### src/rtl/aes_model_pack.sv
// Shared AES model constants and the byte-oriented block type.
// byte_table index 15 is the most significant byte of the flattened 128-bit value.
package aes_model_pack;

    localparam int BLOCK_SIZE = 128;
    localparam int CLK_FREQ   = 100_000_000;

    typedef logic [15:0][7:0] byte_table;

endpackage

### src/rtl/key_and_sync_ctrl_pkg.sv
// Types local to the key/sync controller: upstream word layout and load-state encoding.
package key_and_sync_ctrl_pkg;
    import aes_model_pack::*;

    localparam int STREAM_W = 2 * BLOCK_SIZE;

    // Upstream word: key occupies the upper half, sync the lower half.
    typedef struct packed {
        byte_table key;
        byte_table sync;
    } key_sync_t;

    typedef enum logic {
        KS_EMPTY  = 1'b0,
        KS_LOADED = 1'b1
    } ks_state_t;

endpackage

### src/rtl/dvr_if.sv
// Data/valid/ready stream interface; transfer occurs on a rising clk edge with valid & ready.
interface dvr_if #(
    parameter int W = 256
) (
    input logic clk
);
    logic [W-1:0] data;
    logic         valid;
    logic         ready;

    modport master (input clk, output data, output valid, input ready);
    modport slave  (input clk, input data, input valid, output ready);
endinterface

### src/rtl/sync_counter.sv
// Loadable W-bit incrementer; load beats increment, wrap pulses with the wrapped value.
// Latency 1 cycle for load and increment; no backpressure.
module sync_counter #(
    parameter int W = 128
) (
    input  logic         clk,
    input  logic         rst,
    input  logic         load,
    input  logic [W-1:0] load_val,
    input  logic         inc,
    output logic [W-1:0] value,
    output logic         wrap
);

    localparam logic [W-1:0] ONE = {{(W-1){1'b0}}, 1'b1};

    always_ff @(posedge clk or negedge rst) begin
        if (!rst) begin
            value <= '0;
            wrap  <= 1'b0;
        end else begin
            wrap <= 1'b0;
            if (load) begin
                value <= load_val;
            end else if (inc) begin
                value <= value + ONE;
                wrap  <= &value;
            end
        end
    end

endmodule

### src/rtl/key_and_sync_ctrl.sv
// Holds AES session key and sync; loads {key,sync} on request, advances sync on pulse.
// Latency 1 cycle for load/increment; ready = req while out of reset, no internal buffering.
module key_and_sync_ctrl
    import aes_model_pack::*;
    import key_and_sync_ctrl_pkg::*;
#(
    parameter int BLOCK_SIZE = aes_model_pack::BLOCK_SIZE
) (
    input  logic      clk,
    input  logic      rst,
    dvr_if.slave      key_and_sync_in,
    input  logic      key_and_sync_req,
    input  logic      new_sync_req,
    output logic      key_and_sync_vld,
    output byte_table key,
    output byte_table sync,
    output logic      sync_overlapse_irq
);

    ks_state_t state;
    ks_state_t state_next;
    key_sync_t word;
    logic      handshake;
    logic      inc_en;

    assign key_and_sync_in.ready = key_and_sync_req & rst;
    assign handshake             = key_and_sync_in.valid & key_and_sync_in.ready;
    assign word                  = key_and_sync_in.data;

    // A pending request invalidates the current pair until the new one arrives.
    always_comb begin
        state_next       = state;
        key_and_sync_vld = (state == KS_LOADED);
        if (handshake) begin
            state_next = KS_LOADED;
        end else if (key_and_sync_req) begin
            state_next = KS_EMPTY;
        end
    end

    always_ff @(posedge clk or negedge rst) begin
        if (!rst) begin
            state <= KS_EMPTY;
        end else begin
            state <= state_next;
        end
    end

    always_ff @(posedge clk or negedge rst) begin
        if (!rst) begin
            key <= '0;
        end else if (handshake) begin
            key <= word.key;
        end
    end

    assign inc_en = new_sync_req & key_and_sync_vld & ~handshake;

    sync_counter #(
        .W (BLOCK_SIZE)
    ) u_sync_counter (
        .clk      (clk),
        .rst      (rst),
        .load     (handshake),
        .load_val (word.sync),
        .inc      (inc_en),
        .value    (sync),
        .wrap     (sync_overlapse_irq)
    );

endmodule

### src/flat_wrapper.sv
// flat-port wrapper written by rule: the top's interface ports become plain ports
module key_and_sync_ctrl_flat import aes_model_pack::*; import key_and_sync_ctrl_pkg::*;
#(
    parameter int BLOCK_SIZE = aes_model_pack::BLOCK_SIZE
)
  (clk, rst, key_and_sync_req, new_sync_req, key_and_sync_vld, key, sync, sync_overlapse_irq, key_and_sync_in_data, key_and_sync_in_valid, key_and_sync_in_ready);
  dvr_if #(.W(256)) key_and_sync_in_i (.clk(clk));
  input  logic clk;
  input  logic rst;
  input  logic key_and_sync_req;
  input  logic new_sync_req;
  output logic key_and_sync_vld;
  output byte_table key;
  output byte_table sync;
  output logic sync_overlapse_irq;
  input wire logic [$bits(key_and_sync_in_i.data)-1:0] key_and_sync_in_data;
  input wire logic [$bits(key_and_sync_in_i.valid)-1:0] key_and_sync_in_valid;
  output wire logic [$bits(key_and_sync_in_i.ready)-1:0] key_and_sync_in_ready;
  assign key_and_sync_in_i.data = key_and_sync_in_data;
  assign key_and_sync_in_i.valid = key_and_sync_in_valid;
  assign key_and_sync_in_ready = key_and_sync_in_i.ready;
  key_and_sync_ctrl #(.BLOCK_SIZE(BLOCK_SIZE)) u_core (.clk(clk), .rst(rst), .key_and_sync_in(key_and_sync_in_i), .key_and_sync_req(key_and_sync_req), .new_sync_req(new_sync_req), .key_and_sync_vld(key_and_sync_vld), .key(key), .sync(sync), .sync_overlapse_irq(sync_overlapse_irq));
endmodule
### config.mk
export PLATFORM = sky130hd
export DESIGN_NAME = key_and_sync_ctrl_flat
export DESIGN_NICKNAME = d
export VERILOG_FILES = /design/src/rtl/aes_model_pack.sv /design/src/rtl/key_and_sync_ctrl_pkg.sv /design/src/rtl/dvr_if.sv /design/src/rtl/sync_counter.sv /design/src/rtl/key_and_sync_ctrl.sv /design/src/flat_wrapper.sv
export SDC_FILE = /design/constraint.sdc
export NUM_CORES = 1
export LEC_CHECK = 0
export BUFFER_PORTS_ARGS = -buffer_cell sky130_fd_sc_hd__buf_4
export CORE_AREA = 2 2 202 204
export CTS_BUF_LIST = sky130_fd_sc_hd__clkbuf_16
export DETAILED_ROUTE_END_ITERATION = 10
export DIE_AREA = 0 0 204 206
export MAX_ROUTING_LAYER = met4
export PLACE_DENSITY = 0.63
export SKIP_LAST_GASP = 1
export SYNTH_ARGS = -nofsm -noshare
export SYNTH_HDL_FRONTEND = slang
export SYNTH_SLANG_ARGS = --single-unit
### constraint.sdc
create_clock -name clk -period 2.7 [get_ports clk]
set_input_delay 0.135 -clock clk [delete_from_list [all_inputs] [get_ports clk]]
set_output_delay 0.135 -clock clk [all_outputs]
set_load 0.01 [all_outputs]
==> impl_metrics.py, run 1 <==
metrics = {
    "place": {
        "placed_cells": 2603,
        "gp_congestion": 0.966,
        "hpwlAfterDp_um": 43500,
        "io_buffer_count": 519,
        "pre_cts_ws_ps": 143,
        "place_area_um2": 17900,
    },
    "cells_and_area": {
        "layout_common_cells": "buf_4, nand2_1, dlygate4sd3_1, dfrtp_1, xnor2_1",
        "finalInstanceArea_um2": 21500,
        "postLayoutCoreUtil": 0.534,
        "area_growth_pct": 68.4,
        "final_cells": 2921,
        "num-nets-final": 2624,
        "final_common_cell": "buf_4",
        "drive_above_1_share": 0.286,
    },
    "route": {
        "dr.pass1.iters": 5,
        "viasPerCell": 5.06,
        "via_count": 14800,
        "drt_iter0_drc": 1098,
        "drcViolationCount": 0,
        "routed_wl_um": 59300,
        "drtAntennaViolNets": 0,
        "wire_per_inst_um": 20.3,
    },
    "synthesis": {
        "synth_edf_count": 0,
        "yosysTopAreaCellShare": 0.506,
        "synth_largest_area_cell": "dfrtp_1",
        "postSynthCellCount": 1522,
        "synth_cell_types": 46,
        "ys_seq_area_frac": 0.506,
        "syn-num-nets": 1784,
        "synth_ff_type": "dfrtp_1",
        "synthTopCellsByArea": "dfrtp_1, nand2_1, xnor2_1",
        "netlist_area_um2": 12700,
        "avgSynthCellArea_um2": 8.38,
        "ys_async_sr_fraction": 1.00,
        "ys_ff_latch": 258,
        "yosysWarnings": 0,
    },
    "floorplanning": {
        "pin_count": 520,
        "fp.dieW_um": 204,
        "die_area_um2": 42000,
        "core_um2": 40200,
        "die_y_um": 206,
        "start_util": 0.317,
        "rows": 74,
    },
    "worst_setup_path": {
        "worstSetupPathType": "reg2reg",
        "worstReg2RegEnd": "u_core.u_sync_counter.value[103]",
        "end_kind": "register",
        "worstPathArrival_ps": 3080,
        "start_kind": "register",
        "worstPathCellList": "nand4_2 -> or4_4 -> or4_1 -> or3_1 -> or4_1 -> a31oi_1",
        "cp_common_cell": "or4_1",
        "crit_family": "simple AND/OR/NAND/NOR gates",
        "slowest_delay_ps": 530,
        "critPathBufInv": 0,
        "slowest_stage": "or4_4",
        "critPathMaxFanout": 5,
        "crit_required_ps": 3200,
        "r2r_start": "u_core.u_sync_counter.value[63]",
        "reg2reg_depth": 6,
        "rrSetupSlack_ps": 110,
    },
    "sta": {
        "hold_viol": 0,
        "fin_tns_setup_ps": 0,
        "post-route-min-period_ps": 2590,
        "worst_pin_slew_ps": 842,
        "final_max_slew_viol_count": 0,
        "rsz0062_at_grt": "true",
        "timing.final.ws_setup_ps": 112,
        "slew_headroom": 0.439,
        "setup_viol": 0,
        "finalCritPeriodShare": 0.959,
        "max_freq_ghz": 0.386,
        "finalClockSkew_ps": 19.6,
    },
    "global_route": {
        "overflow": 0,
        "antenna_found_initial": 3,
        "grt_pass1_vias": 15100,
        "grt_usage": 0.279,
        "grt_pass1_wl_um": 88100,
        "grt_max_degree": 127,
    },
    "clock_tree": {
        "cts_inserted_buffers": 31,
        "htreeDepth": 1,
        "cts_setup_buffers": 0,
        "clockBufferDepth": 3,
        "root_buffer": "clkbuf_16",
        "cts_sinks": 258,
        "clock_latency_ps": 580,
        "cts_tree": "yes",
        "clk_pin_slew_ps": 60,
    },
    "outcome": {
        "outcome": "completed",
    },
    "pwr": {
        "p_leak_nw": 9.81,
        "power.density_nw_per_um2": 601,
        "vdd_drop_max_mv": 0.456,
    },
    "job": {
        "maxCapViolations": 0,
    },
    "min_path": {
        "hold_path.class": "in2async",
    },
}
==> cells by family (layout without fill, tap and decap cells) <==
family	Yosys count	count (layout)	synth area share
AO/OA/AOI/OAI	134	134	0.0554
XOR/XNOR	121	121	0.0831
adder cells (fa/ha/maj)	1	1	0.000981
buffers and inverters	88	951	0.0278
flip-flops	258	258	0.506
multiplexers	2	2	0.00167
other	0	4	0
AND/OR/NAND/NOR	918	918	0.325
==> cell usage after synthesis (all sizes together), types with 10 or more instances <==
| cell type | count |
|---|---|
| dfrtp | 258 |
| and3 | 10 |
| nand3 | 47 |
| xor2 | 26 |
| nand4 | 88 |
| a21oi | 25 |
| nor4 | 68 |
| or3 | 10 |
| inv | 20 |
| nor2 | 73 |
| o21ai | 97 |
| clkbuf | 63 |
| nor3 | 50 |
| nand2 | 548 |
| xnor2 | 95 |
==> state kept, by name (all words and copies together) (netlist names) <==
register	count
u_core.key	128
u_core.u_sync_counter.value	128
u_core.key_and_sync_vld	1
u_core.u_sync_counter.wrap	1
==> per-layer routing <==
layer	share of wire	vias up	track usage
met5	0	-	-
met1	0.38	7134	0.322
met2	0.50	666	0.479
met3	0.072	148	0.0550
li1	-	6843	-
met4	0.041	0	0.108
==> power by group <==
group / internal (mW) / switching, mW / total, mW
Clock: 2.46 / 1.77 / 4.23
Combinational: 1.82 / 1.68 / 3.50
Sequential: 4.49 / 0.674 / 5.17
Total: 8.77 / 4.13 / 12.9
==> stage by stage <==
stage	total power [mW]	hold WS [ps]
finish	12.9	34.7
global route	13.5	19.1
CTS	13.0	13.4
global placement	8.33	37.9
detailed placement	8.37	40.2
floorplan	6.30	-161
==> final cells by class <==
class,count,area [µm²]
clock buffers,31,776
diodes,4,10.0
clock inverters,25,226
well taps,532,666
repair buffers,875,7300
inverters,20,75.1
fillers,3631,18700
flip-flops and latches,258,6460
multi-input cells,1176,5960
==> worst reg2reg max path, cell delays in order (launching register included) <==
cell     delay (ps)
dfrtp_1         360
nand4_2         170
or4_4           530
or4_1           460
or3_1           350
or4_1           420
a31oi_1         200
==> worst max-delay path by stage <==
stage | start | end | cells past startpoint
finish | u_core.u_sync_counter.value[63] | u_core.u_sync_counter.value[103] | 6
global route | u_core.u_sync_counter.value[49] | u_core.u_sync_counter.value[118] | 7
CTS | u_core.u_sync_counter.value[63] | u_core.u_sync_counter.value[103] | 6
detailed placement | u_core.u_sync_counter.value[63] | u_core.u_sync_counter.value[103] | 6
global placement | u_core.u_sync_counter.value[48] | u_core.u_sync_counter.value[122] | 8
floorplan | u_core.u_sync_counter.value[59] | u_core.u_sync_counter.value[103] | 7
==> repair_timing <==
| action | 4_1_cts | 5_1_grt |
|---|---|---|
| endpoints found under the hold margin | 375 | 0 |
| gates resized for setup | 0 | 2 |
| endpoints found under the setup margin | 0 | 3 |
| hold buffers | 258 | 0 |
Note: power is estimated with default switching activity, not from simulation.
==> run 2: changes to the inputs <==
--- a/config.mk
+++ b/config.mk
@@ -6,12 +6,12 @@
 export NUM_CORES = 1
 export LEC_CHECK = 0
 export BUFFER_PORTS_ARGS = -buffer_cell sky130_fd_sc_hd__buf_4
-export CORE_AREA = 2 2 202 204
+export CORE_AREA = 2 2 200 202
 export CTS_BUF_LIST = sky130_fd_sc_hd__clkbuf_16
 export DETAILED_ROUTE_END_ITERATION = 10
-export DIE_AREA = 0 0 204 206
+export DIE_AREA = 0 0 202 204
 export MAX_ROUTING_LAYER = met4
-export PLACE_DENSITY = 0.63
+export PLACE_DENSITY = 0.64
 export SKIP_LAST_GASP = 1
 export SYNTH_ARGS = -nofsm -noshare
 export SYNTH_HDL_FRONTEND = slang
==> constraint.sdc (replaced) <==
create_clock -name clk -period 3 [get_ports clk]
set_input_delay 0.15 -clock clk [delete_from_list [all_inputs] [get_ports clk]]
set_output_delay 0.15 -clock clk [all_outputs]
set_load 0.01 [all_outputs]
==> run 2 against run 1 <==
The flow now finishes with violations (hold timing). Routed wire length is 0.72% higher. Cell count is 1.4% lower. Hold slack worse by 40 ps. Sequential share of layout area is 0.32 points higher. Via count is 0.80% lower. Combinational power is 14% lower. Power is 9.2% lower. Sequential power is 8.7% lower. Clock skew is 6.3 ps higher. Non-clock buffer count is 38 lower. Maximum frequency is 9.3% lower. Critical path type unchanged. Largest power group unchanged.
==> impl_metrics.py, run 2 (synthesis gave the netlist of run 1 again) <==
metrics = {
    "outcome": {
        "outcome": "complete, but fails checks",
        "violations": "hold timing",
    },
    "clock_tree": {
        "htreeDepth": 1,
        "clk_pin_slew_ps": 70,
        "cts_inserted_buffers": 31,
        "clock_latency_ps": 600,
        "cts_resized": 0,
        "cts_sinks": 258,
        "cts_tree": "yes",
        "root_buffer": "clkbuf_16",
        "clockBufferDepth": 3,
    },
    "route": {
        "dr.pass1.iters": 5,
        "drtAntennaViolNets": 0,
        "viasPerCell": 5.09,
        "via_count": 14700,
        "drcViolationCount": 0,
        "routed_wl_um": 59700,
        "wire_per_inst_um": 20.7,
        "drt_iter0_drc": 946,
    },
    "min_path": {
        "min_from": "key_and_sync_in_data[122]",
        "hold_path.class": "in2reg",
        "whs_endpoint": "u_core.u_sync_counter.value[122]",
        "whs_path_depth": 3,
    },
    "worst_setup_path": {
        "worstPathCellList": "nand4_1 -> or3_1 -> or3_1 -> nor4b_1 -> xnor2_1 -> a21oi_1",
        "rrSetupSlack_ps": 150,
        "r2r_start": "u_core.u_sync_counter.value[51]",
        "crit_family": "simple AND/OR/NAND/NOR gates",
        "end_kind": "register",
        "slowest_stage": "or3_1",
        "slowest_delay_ps": 630,
        "worstPathArrival_ps": 3280,
        "worstSetupPathDepth": 6,
        "crit_required_ps": 3430,
        "start_kind": "register",
        "worstSetupPathType": "reg2reg",
        "cp_common_cell": "or3_1",
        "worstReg2RegEnd": "u_core.u_sync_counter.value[80]",
        "reg2reg_depth": 6,
        "critPathMaxFanout": 6,
        "critPathBufInv": 0,
    },
    "floorplanning": {
        "rows": 73,
        "die_y_um": 204,
        "fp.dieW_um": 202,
        "start_util": 0.325,
        "pin_count": 520,
        "core_um2": 39200,
        "die_area_um2": 41200,
    },
    "sta": {
        "worst_pin_slew_ps": 975,
        "final_max_slew_viol_count": 0,
        "slew_headroom": 0.350,
        "max_freq_ghz": 0.350,
        "hold_ws_ps": -5.14,
        "finalCritPeriodShare": 0.952,
        "setup_viol": 0,
        "finalClockSkew_ps": 25.9,
        "hold_viol": 1,
        "post-route-min-period_ps": 2850,
        "fin_tns_setup_ps": 0,
        "rsz0062_at_grt": "false",
    },
    "cells_and_area": {
        "area_growth_pct": 66.6,
        "num-nets-final": 2586,
        "final_cells": 2880,
        "layout_common_cells": "buf_4, nand2_1, dlygate4sd3_1, dfrtp_1, xnor2_1",
        "finalInstanceArea_um2": 21200,
        "reg.largest.list": "u_core.key (128), u_core.u_sync_counter.value (128)",
        "drive_above_1_share": 0.276,
        "final_common_cell": "buf_4",
        "postLayoutCoreUtil": 0.542,
    },
    "global_route": {
        "grt_usage": 0.290,
        "antenna_found_initial": 7,
        "grt_pass1_vias": 15600,
        "grt_max_degree": 113,
        "grt_pass1_wl_um": 90200,
        "overflow": 0,
    },
    "pwr": {
        "vdd_drop_max_mv": 0.443,
        "p_leak_nw": 9.65,
        "p_sw_mw": 3.77,
        "internal-power_mw": 7.94,
        "swShare": 0.322,
        "seq_power_share": 0.403,
        "combPwrFrac": 0.257,
        "power.density_nw_per_um2": 551,
        "p_clk_frac": 0.339,
    },
    "place": {
        "placed_cells": 2558,
        "io_buffer_count": 519,
        "gp_congestion": 0.966,
        "place_area_um2": 17600,
        "hpwlAfterDp_um": 43100,
    },
    "job": {
        "maxCapViolations": 0,
    },
}
-- run 2: changes by cell type in the layout (fill, tap and decap cells not counted), moves of 2 or more --
cell        delta
buf_4         -39
clkinv_1       -4
diode_2        +3
clkinvlp_4     +3
clkinv_4       -2
-- run 2: power by group through the flow --
stage | sequential, mW | combinational [mW] | clock (mW)
6_report | 4.72 | 3.01 | 3.97
5_1_grt | 4.79 | 3.24 | 4.18
4_1_cts | 4.70 | 3.00 | 4.04
3_5_place_dp | 4.74 | 2.71 | 0
3_3_place_gp | 4.71 | 2.69 | 0
2_1_floorplan | 4.87 | 0.798 | 0
-- run 2: tightest hold or removal path: stages --
cell      delay [ps]
buf_4             80
nand2b_1         170
o31a_1           150
-- run 2: worst max path at each step --
stage | startpoint | end | slack, ps
after detailed placement | u_core.u_sync_counter.value[49] | u_core.u_sync_counter.value[80] | 210
final | u_core.u_sync_counter.value[51] | u_core.u_sync_counter.value[80] | 150
after global placement | u_core.u_sync_counter.value[51] | u_core.u_sync_counter.value[80] | 240
after floorplan | u_core.u_sync_counter.value[59] | u_core.u_sync_counter.value[103] | 410
after CTS | u_core.u_sync_counter.value[51] | u_core.u_sync_counter.value[80] | 160
after global routing | u_core.u_sync_counter.value[34] | u_core.u_sync_counter.value[115] | 50
-- run 2: routing by layer --
metal,share of wire,track usage,up-vias,wire length [µm]
li1,-,-,6767,-
met1,0.38,0.327,7022,22600
met2,0.50,0.498,696,29700
met3,0.077,0.0588,187,4600
met4,0.047,0.128,0,2820
met5,0,-,-,0
-- run 2: final cells by class --
cell class | instances | area (µm²)
repair buffers | 837 | 7020
multi-input cells | 1176 | 5950
diodes | 7 | 17.5
clock buffers | 31 | 776
fillers | 3447 | 17900
clock inverters | 26 | 283
well taps | 525 | 657
flip-flops and latches | 258 | 6460
inverters | 20 | 75.1
-- run 2: metrics by stage --
stage                     hold slack (ps)  setup WS [ps]  total power, mW
after floorplan                      -146            414             5.67
after global placement              -3.47            239             7.40
after detailed placement          -0.0641            210             7.45
after CTS                            4.44            165             11.7
after global routing                 22.7           45.5             12.2
final                               -5.14            145             11.7
-- run 2: timing repair --
action	in CTS	in global routing
hold endpoints to repair	444	0
setup buffers	0	0
hold buffers	258	0
